**config.mk**
```make
export PLATFORM = sky130hd
export DESIGN_NAME = pdu_rb_ctrl
export DESIGN_NICKNAME = d
export VERILOG_FILES = /design/src/rtl/pdu_rb_ctrl_pkg.sv /design/src/rtl/pdu_rb_ctrl_rb_ptr_math.sv /design/src/rtl/pdu_rb_ctrl.sv
export SDC_FILE = /design/constraint.sdc
export NUM_CORES = 1
export LEC_CHECK = 0
export CORE_MARGIN = 2
export CORE_UTILIZATION = 51
export DETAILED_ROUTE_END_ITERATION = 16
export PLACE_DENSITY = 0.74
export REMOVE_ABC_BUFFERS = 1
export SYNTH_ARGS = -nofsm -noshare
export SYNTH_HDL_FRONTEND = slang
export SYNTH_SLANG_ARGS = --single-unit
```
**constraint.sdc**
```tcl
create_clock -name clk -period 6.1 [get_ports clk]
set_input_delay 0.915 -clock clk [delete_from_list [all_inputs] [get_ports clk]]
set_output_delay 0.915 -clock clk [all_outputs]
set_load 0.01 [all_outputs]
```
**src/rtl/pdu_rb_ctrl_pkg.sv**
```systemverilog
// Shared types and defaults for the PCIe PDU ring-buffer controller.
// Optional statistics are enabled with the PDU_RB_STATS_EN macro.
package pdu_rb_ctrl_pkg;

    localparam int PDU_AWIDTH    = 12;
    localparam int MAX_PDU_FLITS = 64;
    localparam int DRAIN_IDLE    = 16;

    typedef enum logic [1:0] {
        DISABLED = 2'd0,
        RUN      = 2'd1,
        DRAIN    = 2'd2
    } rb_state_t;

    function automatic logic [31:0] sat_add32(input logic [31:0] a, input logic [31:0] b);
        logic [32:0] sum;
        sum = {1'b0, a} + {1'b0, b};
        return sum[32] ? 32'hFFFF_FFFF : sum[31:0];
    endfunction

endpackage

```
**src/rtl/pdu_rb_ctrl_rb_ptr_math.sv**
```systemverilog
// Ring pointer arithmetic: occupancy, free space, tail legality and overflow.
// All subtraction wraps modulo the ring depth through natural truncation.
module pdu_rb_ctrl_rb_ptr_math
    import pdu_rb_ctrl_pkg::*;
#(
    parameter int AW = PDU_AWIDTH
) (
    input  logic [AW-1:0] head,
    input  logic [AW-1:0] tail,
    input  logic [AW-1:0] cand_tail,
    input  logic [AW-1:0] size,
    output logic [AW-1:0] free,
    output logic          tail_ok,
    output logic          overflow
);

    logic [AW-1:0] used;
    logic [AW-1:0] cand_dist;

    always_comb begin
        used      = head - tail;
        // One slot stays reserved, so free = (DEPTH-1) - used.
        free      = {AW{1'b1}} - used;
        // A candidate tail is legal only if it lies within the occupied region.
        cand_dist = head - cand_tail;
        tail_ok   = (cand_dist <= used);
        overflow  = (size > free);
    end

endmodule

```
**src/rtl/pdu_rb_ctrl.sv**
```systemverilog
// Head/tail ownership, back-pressure and enable/drain sequencing for the
// host-visible PDU ring buffer. Define PDU_RB_STATS_EN to add stat_* counters.
module pdu_rb_ctrl #(
    parameter int PDU_AWIDTH    = pdu_rb_ctrl_pkg::PDU_AWIDTH,
    parameter int MAX_PDU_FLITS = pdu_rb_ctrl_pkg::MAX_PDU_FLITS,
    parameter int DRAIN_IDLE    = pdu_rb_ctrl_pkg::DRAIN_IDLE
) (
    input  logic                  clk,
    input  logic                  rst,
    input  logic                  cfg_enable,
    input  logic                  cfg_tail_valid,
    input  logic [PDU_AWIDTH-1:0] cfg_tail_data,
    input  logic                  pcie_rb_wr_en,
    input  logic                  pcie_rb_update_valid,
    input  logic [PDU_AWIDTH-1:0] pcie_rb_update_size,
    output logic [PDU_AWIDTH-1:0] pcie_rb_wr_base_addr,
    output logic                  pcie_rb_almost_full,
    output logic [PDU_AWIDTH-1:0] rb_free,
    output logic [1:0]            rb_state,
    output logic                  err_overflow,
    output logic                  err_tail,
    output logic                  head_update_valid
`ifdef PDU_RB_STATS_EN
    ,
    output logic [31:0]           stat_pdus,
    output logic [31:0]           stat_flits,
    output logic [31:0]           stat_af_cycles
`endif
);
    import pdu_rb_ctrl_pkg::*;

    localparam int CW = (DRAIN_IDLE > 2) ? $clog2(DRAIN_IDLE) : 1;
    localparam logic [CW-1:0]         DRAIN_LAST = CW'(DRAIN_IDLE - 1);
    localparam logic [PDU_AWIDTH-1:0] AF_MARGIN  = PDU_AWIDTH'(MAX_PDU_FLITS);

    rb_state_t             state_reg;
    logic [PDU_AWIDTH-1:0] head_reg, tail_reg, free_reg;
    logic [PDU_AWIDTH-1:0] head_next, tail_next;
    logic [CW-1:0]         idle_reg;
    logic                  af_reg, err_ov_reg, err_tail_reg, huv_reg;

    logic                  enter_run, run_next, busy;
    logic [PDU_AWIDTH-1:0] free_cur, free_next;
    logic                  tail_ok, upd_overflow;
    logic                  ok_nxt_unused, ov_nxt_unused;
    logic                  unused_math;

    // Current pointers: overflow check for updates and legality of tail writes.
    pdu_rb_ctrl_rb_ptr_math #(.AW(PDU_AWIDTH)) u_cur (
        .head      (head_reg),
        .tail      (tail_reg),
        .cand_tail (cfg_tail_data),
        .size      (pcie_rb_update_size),
        .free      (free_cur),
        .tail_ok   (tail_ok),
        .overflow  (upd_overflow)
    );

    // Post-update pointers: feed the registered free count and back-pressure.
    pdu_rb_ctrl_rb_ptr_math #(.AW(PDU_AWIDTH)) u_nxt (
        .head      (head_next),
        .tail      (tail_next),
        .cand_tail (tail_next),
        .size      ('0),
        .free      (free_next),
        .tail_ok   (ok_nxt_unused),
        .overflow  (ov_nxt_unused)
    );

    assign unused_math = ^{free_cur, ok_nxt_unused, ov_nxt_unused};

    assign enter_run = (state_reg == DISABLED) && cfg_enable;
    // Every legal state lands in RUN when enabled; the illegal code goes to DISABLED.
    assign run_next  = cfg_enable && (state_reg inside {DISABLED, RUN, DRAIN});
    assign busy      = pcie_rb_wr_en || pcie_rb_update_valid;

    always_comb begin
        head_next = head_reg;
        tail_next = tail_reg;
        if (enter_run) begin
            head_next = '0;
            tail_next = '0;
        end else begin
            if (pcie_rb_update_valid)
                head_next = head_reg + pcie_rb_update_size;
            if (cfg_tail_valid && tail_ok)
                tail_next = cfg_tail_data;
        end
    end

    always_ff @(posedge clk or posedge rst) begin
        if (rst) begin
            state_reg    <= DISABLED;
            head_reg     <= '0;
            tail_reg     <= '0;
            free_reg     <= '1;
            idle_reg     <= '0;
            af_reg       <= 1'b1;
            err_ov_reg   <= 1'b0;
            err_tail_reg <= 1'b0;
            huv_reg      <= 1'b0;
        end else begin
            head_reg <= head_next;
            tail_reg <= tail_next;
            free_reg <= free_next;
            af_reg   <= !run_next || (free_next < AF_MARGIN);
            huv_reg  <= pcie_rb_update_valid && !enter_run;

            if (enter_run) begin
                err_ov_reg   <= 1'b0;
                err_tail_reg <= 1'b0;
            end else begin
                // The head still advances on overflow: the flits are already in memory.
                if (pcie_rb_update_valid && upd_overflow)
                    err_ov_reg <= 1'b1;
                if (cfg_tail_valid && !tail_ok)
                    err_tail_reg <= 1'b1;
            end

            case (state_reg)
                DISABLED: begin
                    idle_reg <= '0;
                    if (cfg_enable)
                        state_reg <= RUN;
                end
                RUN: begin
                    idle_reg <= '0;
                    if (!cfg_enable)
                        state_reg <= DRAIN;
                end
                DRAIN: begin
                    if (cfg_enable) begin
                        state_reg <= RUN;
                        idle_reg  <= '0;
                    end else if (busy) begin
                        idle_reg <= '0;
                    end else if (idle_reg == DRAIN_LAST) begin
                        state_reg <= DISABLED;
                        idle_reg  <= '0;
                    end else begin
                        idle_reg <= idle_reg + 1'b1;
                    end
                end
                default: begin
                    state_reg <= DISABLED;
                    idle_reg  <= '0;
                end
            endcase
        end
    end

    assign pcie_rb_wr_base_addr = head_reg;
    assign pcie_rb_almost_full  = af_reg;
    assign rb_free              = free_reg;
    assign rb_state             = state_reg;
    assign err_overflow         = err_ov_reg;
    assign err_tail             = err_tail_reg;
    assign head_update_valid    = huv_reg;

`ifdef PDU_RB_STATS_EN
    logic [31:0] pdus_reg, flits_reg, af_cycles_reg;

    always_ff @(posedge clk or posedge rst) begin
        if (rst) begin
            pdus_reg      <= '0;
            flits_reg     <= '0;
            af_cycles_reg <= '0;
        end else if (enter_run) begin
            pdus_reg      <= '0;
            flits_reg     <= '0;
            af_cycles_reg <= '0;
        end else begin
            if (pcie_rb_update_valid) begin
                pdus_reg  <= sat_add32(pdus_reg, 32'd1);
                flits_reg <= sat_add32(flits_reg, 32'(pcie_rb_update_size));
            end
            if (af_reg && (state_reg == RUN))
                af_cycles_reg <= sat_add32(af_cycles_reg, 32'd1);
        end
    end

    assign stat_pdus      = pdus_reg;
    assign stat_flits     = flits_reg;
    assign stat_af_cycles = af_cycles_reg;
`endif

endmodule
```
==> impl_metrics.yaml <==
detailed_routing:
  final_antenna_net_count: 0
  firstDrtPassIters: 5
  vias: 4158
  drt-total-wl_mm: 12.0
  drt_iter0_drc: 226
  drt-wirelength-per-cell_um: 16.1
  remaining_drc_errors: 0
  vias_per_cell: 5.56
final_layout:
  final_util: 0.726
  multi_input_area_um2: 3230
  final_common_cell: "buf_4"
  fin_nets: 745
  layout_common_cells: "71 x buf_4, 61 x ha_1, 55 x clkdlybuf4s50_1, 53 x nor2_1, 52 x inv_1"
  register_area_um2: 1170
  num-fill-cells: 623
  diodes: 0
  drive_above_1_share: 0.274
  area_growth_pct: 37.4
floorplan:
  initial_core_util: 0.528
  dieArea_um2: 9310
  die_width_um: 96.5
  core_area_um2: 8260
  io_pins: 60
  die_h_um: 96.5
  row_count: 33
yosys:
  synthFlopType: "dfrtp_1"
  yosys_warnings: 0
  synth_cell_type_count: 61
  yosysSeqAreaShare: 0.267
  synth_area_um2: 4360
  async_reset_ff_frac: 1.00
  synth_edf_count: 0
  synthCells: 510
  syn_avg_cell_area_um2: 8.56
  ys_ff_latch: 46
sta:
  timing_worst_slew_pin_value_ps: 975
  fin_skew_ps: 13.4
  min_period_over_period: 0.979
  finalHoldViolCount: 0
  period_needed_ps: 5970
  final-setup-viol-count: 0
  slew_headroom: 0.349
  fmax_ghz: 0.167
  slew_viol_final: 0
grt:
  grt_pass1_vias: 4242
  grt_max_degree: 47
  antenna_found_initial: 0
  grt_pass1_wl_mm: 19.3
  track_usage: 0.268
  overflow: 0
worst_setup_path:
  startpoint: "cfg_tail_data[1]"
  critPathMaxStageDelay_ps: 550
  r2r-end: "pcie_rb_almost_full"
  timing.rr.start: "tail_reg[1]"
  cp-endpoint: "pcie_rb_almost_full"
  regToRegSetupSlack_ps: 180
  cpMaxStageDelayCell: "or4_4"
  end_kind: "flip-flop"
  crit_type: "in2reg"
  cp.required_ps: 6350
  r2r_cells: 26
  worst-endpoint-arrival_ps: 6220
  cp_common_cell: "o21ai_2"
  cp-start-kind: "input port"
  cp_max_fo: 7
placed_design:
  port_buffers: 59
  place_hpwl_mm: 8.91
  gp_congestion: 0.884
job:
  drv_cap: 0
cts:
  clockRootBuffer: "clkbuf_8"
  cts_buffers: 5
  clk_latency_ps: 320
  postCtsHoldBufs: 0
  cts_buffer_depth: 2
  cts.sinks: 46
  clk_pin_slew_ps: 100
  htree_num_levels: 2
  cts_tree: "done"
hold_path:
  hp-class: "reg2reg"
run_status:
  outcome: "complete, no violations"
-- timing repair --
action                     4_1_cts  5_1_grt
pin swaps                       38       42
setup endpoints to repair        3        3
setup buffers                   21       13
hold endpoints to repair         0        0
resized for setup               34       44
-- worst min path at each step --
stage	start	end	slack [ps]	cells after the start
after floorplan	idle_reg[0]	idle_reg[0]	430	1
after detailed placement	idle_reg[0]	idle_reg[0]	460	1
after CTS	idle_reg[0]	idle_reg[0]	470	1
final	idle_reg[0]	idle_reg[0]	470	1
after global placement	idle_reg[0]	idle_reg[0]	450	1
after global routing	idle_reg[0]	idle_reg[0]	510	1
-- through the flow --
stage | TNS (ps) | instances | area [um^2] | hold WS, ps | setup WS [ps]
floorplan | -145 | 502 | 4330 | 430 | -145
global placement | -1420 | 706 | 5350 | 445 | -537
detailed placement | -2400 | 706 | 5350 | 458 | -768
CTS | 0 | 735 | 5730 | 474 | 5.11
global route | -86.3 | 748 | 6000 | 513 | -72.2
finish | 0 | 748 | 6000 | 473 | 128
-- routing by layer --
layer	wire length (um)	vias up	track usage
li1	-	2037	-
met1	5200	1992	0.337
met2	6060	105	0.488
met3	482	24	0.0287
met4	258	0	0.0728
met5	0	-	0
-- cell families (layout without fill, tap and decap cells) --
logic type	count (synthesis)	in the layout	synth area share
AND/OR/NAND/NOR	172	172	0.198
AO/OA/AOI/OAI	110	110	0.169
adder cells (fa/ha/maj)	73	73	0.216
buffers and inverters	67	200	0.0585
flip-flops	46	46	0.267
XOR/XNOR	34	34	0.0717
multiplexers	8	8	0.0186
-- cell type report --
class | instances | share of cell area
multi-input cells | 397 | 0.538
flip-flops and latches | 46 | 0.195
well taps | 105 | 0.0219
inverters | 59 | 0.0375
clock buffers | 5 | 0.0115
clock inverters | 3 | 0.00459
repair buffers | 133 | 0.192
-- cell usage after synthesis, types with 5 or more instances --
cell type  count  area share
ha_1          69        0.20
inv_1         59       0.051
nor2_1        59       0.051
a21oi_1       35       0.040
nand2_1       34       0.029
dfrtp_1       33        0.19
xnor2_1       24       0.048
o21ai_1       16       0.018
dfstp_2       13       0.078
nor2b_1       12       0.017
nand2b_1      11       0.016
nor3_1         9       0.010
o21ai_0        9       0.010
xor2_1         9       0.018
a21boi_1       7       0.012
and2_1         7       0.010
clkbuf_1       7      0.0060
mux2i_1        7       0.016
a21o_1         6       0.010
nand4_1        6      0.0086
nand3_1        5      0.0057
nand3b_1       5      0.0086
-- worst max-delay path, delay by kind of cell --
family	cells	cell delay, ps
adder cells (fa/ha/maj)	3	920
XOR/XNOR	1	60
buffers and inverters	4	630
AO/OA/AOI/OAI	13	2030
AND/OR/NAND/NOR	9	1640
Power is left out: the tool's default activity adds up to more than one toggle a clock period on the data nets, which glitch-free logic cannot reach.
